$ cat src/rtl/dmem_arbiter.sv
// Arbiter between the MEM-stage load/store unit (M0, fixed priority) and the debug/loader port (M1)
// in front of the data RAM; a hold counter guarantees M1 a slot after MAX_HOLD consecutive M0 wins.
module dmem_arbiter #(
    parameter int ADDR_W   = 32,
    parameter int DATA_W   = 32,
    parameter int MAX_HOLD = 8
) (
    input  logic              clk_100MHz,
    input  logic              srst,

    input  logic              m0_req_i,
    input  logic              m0_we_i,
    input  logic [ADDR_W-1:0] m0_addr_i,
    input  logic [DATA_W-1:0] m0_wdata_i,
    output logic              m0_gnt_o,
    output logic              m0_rvalid_o,
    output logic [DATA_W-1:0] m0_rdata_o,

    input  logic              m1_req_i,
    input  logic              m1_we_i,
    input  logic [ADDR_W-1:0] m1_addr_i,
    input  logic [DATA_W-1:0] m1_wdata_i,
    output logic              m1_gnt_o,
    output logic              m1_rvalid_o,
    output logic [DATA_W-1:0] m1_rdata_o,

    output logic              ram_rena_o,
    output logic [ADDR_W-1:0] ram_raddr_o,
    output logic              ram_wena_o,
    output logic [ADDR_W-1:0] ram_waddr_o,
    output logic [DATA_W-1:0] ram_wdata_o,
    input  logic [DATA_W-1:0] ram_rdata_i,

    output logic [7:0]        hold_cnt_o
);

    localparam logic [7:0] MAX_HOLD_C = 8'(MAX_HOLD);

    logic [7:0]        hold_cnt_q, hold_cnt_d;
    logic [ADDR_W-1:0] last_waddr_q, last_waddr_d;
    logic [DATA_W-1:0] last_wdata_q, last_wdata_d;
    logic              m0_rvalid_q, m0_rvalid_d;
    logic              m1_rvalid_q, m1_rvalid_d;
    logic [DATA_W-1:0] m0_rdata_q, m0_rdata_d;
    logic [DATA_W-1:0] m1_rdata_q, m1_rdata_d;

    logic              force_m1;
    logic              m0_gnt, m1_gnt, any_gnt;
    logic              sel_we;
    logic [ADDR_W-1:0] sel_addr;
    logic [DATA_W-1:0] sel_wdata;
    logic              rd_gnt, wr_gnt;

    // Grants are gated by srst so nothing reaches the RAM while the block is held in reset.
    always_comb begin
        force_m1  = (hold_cnt_q == MAX_HOLD_C) & m1_req_i;
        m1_gnt    = ~srst & m1_req_i & (~m0_req_i | force_m1);
        m0_gnt    = ~srst & m0_req_i & ~m1_gnt;
        any_gnt   = m0_gnt | m1_gnt;
        sel_we    = m1_gnt ? m1_we_i    : m0_we_i;
        sel_addr  = m1_gnt ? m1_addr_i  : m0_addr_i;
        sel_wdata = m1_gnt ? m1_wdata_i : m0_wdata_i;
        rd_gnt    = any_gnt & ~sel_we;
        wr_gnt    = any_gnt &  sel_we;
    end

    // An idle write port replays the last write, so a spurious RAM write or a
    // raddr==waddr bypass can never expose anything but the stored word.
    always_comb begin
        ram_rena_o  = rd_gnt;
        ram_raddr_o = any_gnt ? sel_addr : '0;
        ram_wena_o  = wr_gnt;
        ram_waddr_o = wr_gnt ? sel_addr  : last_waddr_q;
        ram_wdata_o = wr_gnt ? sel_wdata : last_wdata_q;
    end

    // NOTE: every next-state signal is assigned a default first so no path leaves it unassigned (no latches).
    always_comb begin
        hold_cnt_d   = hold_cnt_q;
        last_waddr_d = last_waddr_q;
        last_wdata_d = last_wdata_q;
        m0_rvalid_d  = m0_gnt & ~m0_we_i;
        m1_rvalid_d  = m1_gnt & ~m1_we_i;
        m0_rdata_d   = m0_rdata_q;
        m1_rdata_d   = m1_rdata_q;

        if (m0_gnt && m1_req_i) begin
            hold_cnt_d = (hold_cnt_q == MAX_HOLD_C) ? hold_cnt_q : hold_cnt_q + 8'd1;
        end else if (m1_gnt || !m1_req_i) begin
            hold_cnt_d = '0;
        end

        if (wr_gnt) begin
            last_waddr_d = sel_addr;
            last_wdata_d = sel_wdata;
        end

        // rdata is only replaced by that master's own read; writes leave it alone.
        if (m0_rvalid_d) m0_rdata_d = ram_rdata_i;
        if (m1_rvalid_d) m1_rdata_d = ram_rdata_i;
    end

    // NOTE: state registers use non-blocking assignments so all of them update together at the edge.
    always_ff @(posedge clk_100MHz) begin
        if (srst) begin
            hold_cnt_q   <= '0;
            last_waddr_q <= '0;
            last_wdata_q <= '0;
            m0_rvalid_q  <= 1'b0;
            m1_rvalid_q  <= 1'b0;
            m0_rdata_q   <= '0;
            m1_rdata_q   <= '0;
        end else begin
            hold_cnt_q   <= hold_cnt_d;
            last_waddr_q <= last_waddr_d;
            last_wdata_q <= last_wdata_d;
            m0_rvalid_q  <= m0_rvalid_d;
            m1_rvalid_q  <= m1_rvalid_d;
            m0_rdata_q   <= m0_rdata_d;
            m1_rdata_q   <= m1_rdata_d;
        end
    end

    assign m0_gnt_o    = m0_gnt;
    assign m1_gnt_o    = m1_gnt;
    assign m0_rvalid_o = m0_rvalid_q;
    assign m1_rvalid_o = m1_rvalid_q;
    assign m0_rdata_o  = m0_rdata_q;
    assign m1_rdata_o  = m1_rdata_q;
    assign hold_cnt_o  = hold_cnt_q;

endmodule

$ cat config.mk
export PLATFORM = sky130hd
export DESIGN_NAME = dmem_arbiter
export DESIGN_NICKNAME = d
export VERILOG_FILES = /design/src/rtl/dmem_arbiter.sv
export SDC_FILE = /design/constraint.sdc
export NUM_CORES = 1
export LEC_CHECK = 0
export ABC_AREA = 1
export BUFFER_PORTS_ARGS = -buffer_cell sky130_fd_sc_hd__buf_2
export CORE_AREA = 2 2 131 133
export DETAILED_ROUTE_END_ITERATION = 12
export DIE_AREA = 0 0 133 135
export PLACE_DENSITY_LB_ADDON = 0.2
export SYNTH_ARGS = -nofsm -noshare
export SYNTH_HDL_FRONTEND = slang
export SYNTH_SLANG_ARGS = --single-unit
$ cat constraint.sdc
create_clock -name clk_100MHz -period 1.8 [get_ports clk_100MHz]
set_clock_uncertainty 0.05 [all_clocks]
set_input_delay 0.18 -clock clk_100MHz [delete_from_list [all_inputs] [get_ports clk_100MHz]]
set_output_delay 0.18 -clock clk_100MHz [all_outputs]
set_load 0.005 [all_outputs]
==> report_table.html, run 1 <==
<table>
<tr><th>Metric</th><th>Value</th></tr>
<tr><th colspan="2">Min path</th></tr>
<tr><td>HP Class</td><td>primary input to flop</td></tr>
<tr><td>Number of cells traversed by the worst hold path</td><td>3</td></tr>
<tr><th colspan="2">Placed design</th></tr>
<tr><td>Port Buf Inserts</td><td>339</td></tr>
<tr><td>Routability congestion estimate from global placement</td><td>0.8129</td></tr>
<tr><td>Post-detailed-placement cell area</td><td>8805 um2</td></tr>
<tr><td>HPWL after detailed placement</td><td>15.20 mm</td></tr>
<tr><td>Inst Count DP</td><td>1559</td></tr>
<tr><th colspan="2">Synth</th></tr>
<tr><td>Post-synth EDFFs</td><td>0</td></tr>
<tr><td>Post-synthesis compound-gate area fraction</td><td>13.30%</td></tr>
<tr><td>Post-synth cell types</td><td>25</td></tr>
<tr><td>Async set-or-reset flop fraction in the synthesized netlist</td><td>0%</td></tr>
<tr><td>Net count after synthesis</td><td>1129</td></tr>
<tr><td>Yosys warning total</td><td>0</td></tr>
<tr><td>Adder-cell share of the synthesized area</td><td>0.3977%</td></tr>
<tr><td>Cells after Synth</td><td>961</td></tr>
<tr><td>Synth Flop Type</td><td>sky130_fd_sc_hd__dfxtp_1</td></tr>
<tr><td>Dominant combinational cell family by area after synthesis</td><td>simple AND/OR/NAND/NOR gates</td></tr>
<tr><td>Main area contributors after synthesis</td><td>sky130_fd_sc_hd__dfxtp_1, sky130_fd_sc_hd__nand2_1, sky130_fd_sc_hd__a21oi_1</td></tr>
<tr><td>Synth Cell Area</td><td>6292 um2</td></tr>
<tr><td>Multiplexer fraction of the synthesized cell area</td><td>0%</td></tr>
<tr><td>Fraction of post-synthesis cell area in the top cell type by area</td><td>43.91%</td></tr>
<tr><td>Post-synth top cells</td><td>sky130_fd_sc_hd__nand2_1, sky130_fd_sc_hd__dfxtp_1, sky130_fd_sc_hd__a21oi_1, sky130_fd_sc_hd__inv_1, sky130_fd_sc_hd__nor2_1</td></tr>
<tr><td>Number of storage elements in the synthesis netlist</td><td>138</td></tr>
<tr><td>Register area share after synthesis</td><td>43.91%</td></tr>
<tr><td>Post-Synth Simple-Gate Area</td><td>32.43%</td></tr>
<tr><td>Cell with the most instances after synthesis</td><td>sky130_fd_sc_hd__nand2_1</td></tr>
<tr><td>Mean instance size in the synthesized netlist</td><td>6.548 um2</td></tr>
<tr><td>Top cell type by total area after synthesis</td><td>sky130_fd_sc_hd__dfxtp_1</td></tr>
<tr><td>Fraction of synthesized cell area in xor and xnor cells</td><td>0.1392%</td></tr>
<tr><th colspan="2">Routing</th></tr>
<tr><td>Wirelength, routed</td><td>25.93 mm</td></tr>
<tr><td>Post-route DRC</td><td>0</td></tr>
<tr><td>Remaining antenna violation count after routing</td><td>0</td></tr>
<tr><td>Total number of vias</td><td>8078</td></tr>
<tr><td>Drt via density</td><td>4.811</td></tr>
<tr><td>Detail-routed net length per standard cell</td><td>15.44 um</td></tr>
<tr><td>First-pass DRT Iterations</td><td>5</td></tr>
<tr><td>First DRT Iteration DRCs</td><td>506</td></tr>
<tr><th colspan="2">Power and ir drop</th></tr>
<tr><td>Total power divided by cell area</td><td>771.7 nW/um2</td></tr>
<tr><td>Leak pwr</td><td>6.053 nW</td></tr>
<tr><td>Power Total</td><td>8.944 mW</td></tr>
<tr><td>Maximum resistive drop on vdd</td><td>0.6028 mV</td></tr>
<tr><th colspan="2">STA</th></tr>
<tr><td>Worst-margin pin slew</td><td>0.7721 ns</td></tr>
<tr><td>Hold slack final</td><td>0.05164 ns</td></tr>
<tr><td>Setup TNS</td><td>-75.46 ns</td></tr>
<tr><td>Final Worst Setup Slack</td><td>-0.6838 ns</td></tr>
<tr><td>Final hold violations</td><td>0</td></tr>
<tr><td>Count of pins over their slew limit</td><td>0</td></tr>
<tr><td>Total of endpoints with negative setup slack in the final report</td><td>229</td></tr>
<tr><td>RSZ-0062 raised after global routing</td><td>true</td></tr>
<tr><td>Period utilisation layout</td><td>138.0%</td></tr>
<tr><td>Highest attainable clock frequency</td><td>402.6 MHz</td></tr>
<tr><td>Final critical path time including I/O delays and setup</td><td>2.484 ns</td></tr>
<tr><td>Max transition margin</td><td>48.52%</td></tr>
<tr><th colspan="2">Run</th></tr>
<tr><td>Maximum capacitance violations</td><td>0</td></tr>
<tr><th colspan="2">Global route</th></tr>
<tr><td>Antenna violations before repair</td><td>1</td></tr>
<tr><td>Global Route Usage Sum</td><td>26.27%</td></tr>
<tr><td>Via count of the first global-routing pass</td><td>7541</td></tr>
<tr><td>Overall overflow remaining after global route</td><td>0</td></tr>
<tr><td>Global-route wire length before repair</td><td>37.32 mm</td></tr>
<tr><td>Pin count of the biggest net entering global routing</td><td>67</td></tr>
<tr><th colspan="2">Worst setup path</th></tr>
<tr><td>Arr. time, crit path</td><td>2.25 ns</td></tr>
<tr><td>Element type at the critical path end</td><td>output port</td></tr>
<tr><td>Worst Reg-to-Reg Cells</td><td>16</td></tr>
<tr><td>WP data required</td><td>1.57 ns</td></tr>
<tr><td>Max stage delay cell, worst path</td><td>sky130_fd_sc_hd__dfxtp_2</td></tr>
<tr><td>Max Fanout on Critical Path</td><td>10</td></tr>
<tr><td>Critical Path Max Stage Delay</td><td>0.32 ns</td></tr>
<tr><td>Critical-path cell list</td><td>inv_2 -&gt; ha_4 -&gt; nand3_4 -&gt; o21ai_4 -&gt; nand2_2 -&gt; nand2_2 -&gt; buf_6 -&gt; nand3_4 -&gt; buf_12 -&gt; clkbuf_16 -&gt; nand2_1 -&gt; o21ai_2 -&gt; inv_1 -&gt; buf_2</td></tr>
<tr><td>Worst Setup Start Kind</td><td>flop</td></tr>
<tr><td>Critical path class</td><td>flop to output port</td></tr>
<tr><th colspan="2">Floorplan</th></tr>
<tr><td>Count of boundary I/O pins</td><td>340</td></tr>
<tr><td>Die ar.</td><td>17960 um2</td></tr>
<tr><td>Cell Rows</td><td>47</td></tr>
<tr><td>X dimension of the die</td><td>133 um</td></tr>
<tr><td>Effective utilization at floorplan</td><td>38.35%</td></tr>
<tr><td>Placeable Area</td><td>16410 um2</td></tr>
<tr><td>DIE HEIGHT</td><td>135 um</td></tr>
<tr><th colspan="2">Clock tree</th></tr>
<tr><td>Cts bufs inserted</td><td>17</td></tr>
<tr><td>CTS tree</td><td>yes</td></tr>
<tr><td>Clock sink count</td><td>138</td></tr>
<tr><td>CTS clock-pin slew for the worst setup and hold paths</td><td>0.06 ns</td></tr>
<tr><td>Clock Latency Late Sink</td><td>0.41 ns</td></tr>
<tr><td>Clock tree root buffer cell</td><td>sky130_fd_sc_hd__clkbuf_16</td></tr>
<tr><td>Buffer depth of the longest clock path</td><td>2</td></tr>
<tr><td>CTS HTree Levels</td><td>4</td></tr>
<tr><th colspan="2">Status</th></tr>
<tr><td>Failing checks</td><td>setup timing</td></tr>
<tr><td>Status</td><td>finished with violations</td></tr>
<tr><th colspan="2">Layout</th></tr>
<tr><td>Nets@finish</td><td>1613</td></tr>
<tr><td>Final Instance Area</td><td>11590 um2</td></tr>
<tr><td>Final cell count without fillers</td><td>1679</td></tr>
<tr><td>Ratio of cells with drive above 1 in the final layout</td><td>48.83%</td></tr>
<tr><td>Number of inserted filler cells in the final layout</td><td>1289</td></tr>
<tr><td>Synthesis-to-layout area growth</td><td>84.21%</td></tr>
<tr><td>Area used by multi-input combinational logic</td><td>3782 um2</td></tr>
<tr><td>Sequential cell area</td><td>2765 um2</td></tr>
</table>
==> area by class of cell <==
class | count | area share (%)
repair buffers | 523 | 33.20
multi-input cells | 683 | 32.63
flip-flops and latches | 138 | 23.86
clock buffers | 18 | 3.703
inverters | 82 | 2.807
well taps | 220 | 2.375
clock inverters | 14 | 1.403
diodes | 1 | 0.02159
==> power breakdown <==
| part | internal, mW | switching, mW |
|---|---|---|
| clock | 2.08 | 1.45 |
| sequential | 3.20 | 0.0629 |
| combinational | 1.08 | 1.08 |
| total | 6.36 | 2.59 |
==> path summary, 6_finish.rpt <==
| kind | from | to | slack [ns] |
|---|---|---|---|
| min reg2reg | m0_rdata_o[17] | m0_rdata_o[17] | 0.41 |
| max | hold_cnt_o[0] | ram_wdata_o[5] | -0.68 |
| min | m1_req_i | hold_cnt_o[1] | 0.05 |
| max reg2reg | hold_cnt_o[0] | last_waddr_q[28] | -0.40 |
==> cell families after synthesis <==
kind of cell,after synthesis
DFF,138
buffers and inverters,141
and+or+nand+nor,513
adders and majority gates,2
AOI/OAI and AO/OA,166
xor gates and xnor gates,1
==> metrics by stage <==
step	worst slack, ns	util (%)
4_1_cts	-0.6457	66.01
3_3_place_gp	-0.3470	53.66
6_report	-0.6838	70.65
2_1_floorplan	0.001327	-
3_5_place_dp	-0.3960	53.66
5_1_grt	-0.7845	70.65
==> routing by layer <==
metal	global-route usage [%]	wire (um)	up-vias
li1	-	-	3967
met1	29.84	10020	3698
met2	47.24	13290	345
met3	5.668	1710	68
met4	12.01	916	0
met5	0	0	-
==> sequential cells by signal (all words and copies together) (netlist names) <==
| name | count |
|---|---|
| last_waddr_q | 32 |
| last_wdata_q | 32 |
| m0_rdata_o | 32 |
| m1_rdata_o | 32 |
| hold_cnt_o | 8 |
| m0_rvalid_o | 1 |
| m1_rvalid_o | 1 |
==> timing repair <==
item                                    in CTS  in global routing
resized for setup                          168                154
hold buffers                                32                  0
endpoints found under the setup margin     236                237
setup buffers                               28                 23
endpoints found under the hold margin       64                  0
pin swaps                                   32                 67
gates cloned                                12                  5
==> cell usage in the layout (no fill, tap or decap), types with 4 or more instances in the layout <==
cell                            count
sky130_fd_sc_hd__a21oi_1           99
sky130_fd_sc_hd__a21oi_2           31
sky130_fd_sc_hd__buf_12            20
sky130_fd_sc_hd__buf_16             8
sky130_fd_sc_hd__buf_2            331
sky130_fd_sc_hd__buf_4             86
sky130_fd_sc_hd__buf_6             36
sky130_fd_sc_hd__buf_8              5
sky130_fd_sc_hd__clkbuf_16         22
sky130_fd_sc_hd__dfxtp_1          136
sky130_fd_sc_hd__dlygate4sd3_1     32
sky130_fd_sc_hd__inv_1             74
sky130_fd_sc_hd__inv_2              5
sky130_fd_sc_hd__inv_6              4
sky130_fd_sc_hd__nand2_1          323
sky130_fd_sc_hd__nand2_2           58
sky130_fd_sc_hd__nand2_4           39
sky130_fd_sc_hd__nand3b_1          20
sky130_fd_sc_hd__nor2_1            53
sky130_fd_sc_hd__nor2_2             9
sky130_fd_sc_hd__o21ai_2           20
sky130_fd_sc_hd__o21ai_4           13
==> worst max-delay path: cells and delay by family, from the launching register on <==
family          cells  cell delay [ns]
buf+inv             6             0.68
simple gates        5             0.42
compound gates      2             0.25
fa+ha+maj           1             0.14
flops               1             0.32
Power figures use the tool's default switching activity.
==> run 2: changes to the inputs <==
--- a/config.mk
+++ b/config.mk
@@ -11,6 +11,7 @@
 export DETAILED_ROUTE_END_ITERATION = 12
 export DIE_AREA = 0 0 133 135
 export PLACE_DENSITY_LB_ADDON = 0.2
+export SKIP_CTS_REPAIR_TIMING = 1
 export SYNTH_ARGS = -nofsm -noshare
 export SYNTH_HDL_FRONTEND = slang
 export SYNTH_SLANG_ARGS = --single-unit
==> run 2 against run 1 <==
Effect of this change: the run still ends with setup timing left; via count is 3.8% lower; count of clock-buffer cells in the layout did not move; combinational power down 4%; register-to-register slack improved by 0.17 ns; first-iteration DRC count down 12%; worst setup slack better by 0.0043 ns; critical path depth down 2; flip-flop and latch count unchanged; sequential power hardly changed; largest cell class is now multi-input combinational cells; largest power group unchanged; total power shrank 1.0%; cell area fell by 3.6%; wire length is 5.5% lower.
==> report_table.html, run 2 (synthesized netlist as in run 1, its figures left out) <==
<table>
<tr><th>Metric</th><th>Value</th></tr>
<tr><th colspan="2">Status</th></tr>
<tr><td>Status</td><td>finished with violations (unchanged)</td></tr>
<tr><td>Failing checks</td><td>setup timing (unchanged)</td></tr>
<tr><th colspan="2">Power and ir drop</th></tr>
<tr><td>Fraction of power consumed by the clock network</td><td>39.8% (was 39.4%)</td></tr>
<tr><td>Switching Fraction</td><td>28.88% (was 28.95%)</td></tr>
<tr><td>Sequential share of power</td><td>36.9% (was 36.5%)</td></tr>
<tr><td>Leak pwr</td><td>5.811 nW (was 6.053 nW)</td></tr>
<tr><td>Portion of total power attributed to combinational logic</td><td>23.3% (was 24.1%)</td></tr>
<tr><td>Power Total</td><td>8.851 mW (was 8.944 mW)</td></tr>
<tr><td>Total internal power</td><td>6.295 mW (was 6.355 mW)</td></tr>
<tr><td>Total power divided by cell area</td><td>791.9 nW/um2 (was 771.7 nW/um2)</td></tr>
<tr><td>Maximum resistive drop on vdd</td><td>0.5964 mV (was 0.6028 mV)</td></tr>
<tr><td>Switching Power</td><td>2.556 mW (was 2.589 mW)</td></tr>
<tr><th colspan="2">Floorplan</th></tr>
<tr><td>Placeable Area</td><td>16410 um2 (unchanged)</td></tr>
<tr><td>X dimension of the die</td><td>133 um (unchanged)</td></tr>
<tr><td>Effective utilization at floorplan</td><td>38.35% (unchanged)</td></tr>
<tr><td>Count of boundary I/O pins</td><td>340 (unchanged)</td></tr>
<tr><td>Cell Rows</td><td>47 (unchanged)</td></tr>
<tr><td>DIE HEIGHT</td><td>135 um (unchanged)</td></tr>
<tr><td>Die ar.</td><td>17960 um2 (unchanged)</td></tr>
<tr><th colspan="2">STA</th></tr>
<tr><td>Highest attainable clock frequency</td><td>403.3 MHz (was 402.6 MHz)</td></tr>
<tr><td>Period utilisation layout</td><td>137.8% (was 138.0%)</td></tr>
<tr><td>Final hold violations</td><td>0 (unchanged)</td></tr>
<tr><td>Worst-margin pin slew</td><td>0.7514 ns (was 0.7721 ns)</td></tr>
<tr><td>Count of pins over their slew limit</td><td>0 (unchanged)</td></tr>
<tr><td>RSZ-0062 raised after global routing</td><td>true (unchanged)</td></tr>
<tr><td>Total of endpoints with negative setup slack in the final report</td><td>228 (was 229)</td></tr>
<tr><td>Max transition margin</td><td>49.90% (was 48.52%)</td></tr>
<tr><td>Final critical path time including I/O delays and setup</td><td>2.480 ns (was 2.484 ns)</td></tr>
<tr><td>Final Worst Setup Slack</td><td>-0.6795 ns (was -0.6838 ns)</td></tr>
<tr><th colspan="2">Layout</th></tr>
<tr><td>Ratio of cells with drive above 1 in the final layout</td><td>44.90% (was 48.83%)</td></tr>
<tr><td>Final Instance Area</td><td>11180 um2 (was 11590 um2)</td></tr>
<tr><td>Synthesis-to-layout area growth</td><td>77.63% (was 84.21%)</td></tr>
<tr><td>Nets@finish</td><td>1587 (was 1613)</td></tr>
<tr><td>Most common cell after layout, fill and taps aside</td><td>sky130_fd_sc_hd__nand2_1 (was sky130_fd_sc_hd__buf_2)</td></tr>
<tr><td>Commonest cells after routing, fill and taps aside</td><td>sky130_fd_sc_hd__nand2_1, sky130_fd_sc_hd__buf_2, sky130_fd_sc_hd__dfxtp_1 (was sky130_fd_sc_hd__buf_2, sky130_fd_sc_hd__nand2_1, sky130_fd_sc_hd__dfxtp_1)</td></tr>
<tr><th colspan="2">Routing</th></tr>
<tr><td>First DRT Iteration DRCs</td><td>444 (was 506)</td></tr>
<tr><td>Drt via density</td><td>4.703 (was 4.811)</td></tr>
<tr><td>Total number of vias</td><td>7774 (was 8078)</td></tr>
<tr><td>Post-route DRC</td><td>0 (unchanged)</td></tr>
<tr><td>Remaining antenna violation count after routing</td><td>0 (unchanged)</td></tr>
<tr><td>First-pass DRT Iterations</td><td>7 (was 5)</td></tr>
<tr><td>Wirelength, routed</td><td>24.51 mm (was 25.93 mm)</td></tr>
<tr><td>Detail-routed net length per standard cell</td><td>14.82 um (was 15.44 um)</td></tr>
<tr><th colspan="2">Worst setup path</th></tr>
<tr><td>Cell class contributing the biggest share of worst-path delay</td><td>buffers and inverters (unchanged)</td></tr>
<tr><td>Critical-path cell list</td><td>inv_2 -&gt; ha_4 -&gt; nand3_4 -&gt; o21ai_4 -&gt; nand2_2 -&gt; nand2_2 -&gt; buf_6 -&gt; nand3_4 -&gt; clkbuf_16 -&gt; o21ai_4 -&gt; inv_1 -&gt; buf_2 (was inv_2 -&gt; ha_4 -&gt; nand3_4 -&gt; o21ai_4 -&gt; nand2_2 -&gt; nand2_2 -&gt; buf_6 -&gt; nand3_4 -&gt; buf_12 -&gt; clkbuf_16 -&gt; nand2_1 -&gt; o21ai_2 -&gt; inv_1 -&gt; buf_2)</td></tr>
<tr><td>Arr. time, crit path</td><td>2.25 ns (about the same)</td></tr>
<tr><td>Max stage delay cell, worst path</td><td>sky130_fd_sc_hd__dfxtp_2 (unchanged)</td></tr>
<tr><td>Critical path class</td><td>flop to output port (unchanged)</td></tr>
<tr><td>Worst Setup Start Kind</td><td>flop (unchanged)</td></tr>
<tr><td>Number of buffer and inverter instances along the worst setup path</td><td>5 (was 6)</td></tr>
<tr><td>Element type at the critical path end</td><td>output port (unchanged)</td></tr>
<tr><td>WP data required</td><td>1.57 ns (about the same)</td></tr>
<tr><td>Critical Path Max Stage Delay</td><td>0.32 ns (about the same)</td></tr>
<tr><td>Max Fanout on Critical Path</td><td>5 (was 10)</td></tr>
<tr><td>Slack of the worst reg-to-reg path</td><td>-0.23 ns (was -0.40 ns)</td></tr>
<tr><th colspan="2">Clock tree</th></tr>
<tr><td>CTS HTree Levels</td><td>4 (unchanged)</td></tr>
<tr><td>CTS clock-pin slew for the worst setup and hold paths</td><td>0.06 ns (about the same)</td></tr>
<tr><td>Buffer depth of the longest clock path</td><td>2 (unchanged)</td></tr>
<tr><td>Clock Latency Late Sink</td><td>0.41 ns (about the same)</td></tr>
<tr><td>Clock sink count</td><td>138 (unchanged)</td></tr>
<tr><td>CTS tree</td><td>yes (unchanged)</td></tr>
<tr><td>Cts bufs inserted</td><td>17 (unchanged)</td></tr>
<tr><td>Clock tree root buffer cell</td><td>sky130_fd_sc_hd__clkbuf_16 (unchanged)</td></tr>
<tr><th colspan="2">Placed design</th></tr>
<tr><td>HPWL after detailed placement</td><td>15.20 mm (unchanged)</td></tr>
<tr><td>Post-detailed-placement cell area</td><td>8805 um2 (unchanged)</td></tr>
<tr><td>Routability congestion estimate from global placement</td><td>0.8129 (unchanged)</td></tr>
<tr><td>Port Buf Inserts</td><td>339 (unchanged)</td></tr>
<tr><td>Worst setup timing slack at the placement stage</td><td>-0.3960 ns (unchanged)</td></tr>
<tr><th colspan="2">Min path</th></tr>
<tr><td>HP Class</td><td>primary input to flop (unchanged)</td></tr>
<tr><th colspan="2">Run</th></tr>
<tr><td>Maximum capacitance violations</td><td>0 (unchanged)</td></tr>
<tr><th colspan="2">Global route</th></tr>
<tr><td>Via count of the first global-routing pass</td><td>6504 (was 7541)</td></tr>
<tr><td>Global-route wire length before repair</td><td>31.71 mm (was 37.32 mm)</td></tr>
<tr><td>Overall overflow remaining after global route</td><td>0 (unchanged)</td></tr>
<tr><td>Pin count of the biggest net entering global routing</td><td>67 (unchanged)</td></tr>
<tr><td>Global Route Usage Sum</td><td>22.00% (was 26.27%)</td></tr>
<tr><td>Antenna violations before repair</td><td>1 (unchanged)</td></tr>
</table>
[run 2: layout make-up]
class,count,area (um2)
diodes,1,2.502
multi-input cells,684,3712
flip-flops and latches,138,2765
clock buffers,18,429.2
fillers,1353,5230
repair buffers,496,3507
well taps,220,275.3
clock inverters,14,162.7
inverters,82,322.8
[run 2: worst paths after layout]
kind / start / endpoint / depth (start not counted)
setup / recovery: hold_cnt_o[1] / ram_wdata_o[31] / 12
setup reg to reg: hold_cnt_o[1] / m0_rdata_o[9] / 14
hold reg to reg: m1_rdata_o[12] / m1_rdata_o[12] / 2
hold / removal: m1_req_i / hold_cnt_o[0] / 3
[run 2: power by group through the flow]
stage | Clock (mW) | Combinational (mW) | Sequential [mW]
after detailed placement | 0 | 1.48 | 3.31
final | 3.52 | 2.07 | 3.26
after global routing | 3.70 | 2.23 | 3.27
after floorplan | 0 | 0.690 | 3.31
after CTS | 3.59 | 1.49 | 3.24
after global placement | 0 | 1.48 | 3.30
[run 2: layer usage]
layer / global-route usage (%) / share of wire (%) / vias to the layer above
met5: 0 / 0 / -
met3: 4.842 / 5.6 / 38
met4: 8.781 / 2.3 / 0
met2: 38.51 / 51 / 282
met1: 26.29 / 41 / 3548
li1: - / - / 3906
[run 2: through the flow]
stage                     TNS (ns)  hold WS [ns]  instances  utilization (%)
after floorplan                  0        0.2737        961                -
after global placement      -30.88        0.3931       1559            53.66
after detailed placement    -36.71        0.3977       1559            53.66
after global routing        -93.64       0.04317       1653            68.12
after CTS                   -85.97      -0.05207       1591            57.27
final                       -67.17       0.04429       1653            68.12
[run 2: tightest hold or removal path, delay by kind of cell]
kind | cells | cell delay (ns)
and+or+nand+nor | 2 | 0.16
buffers and inverters | 1 | 0.13
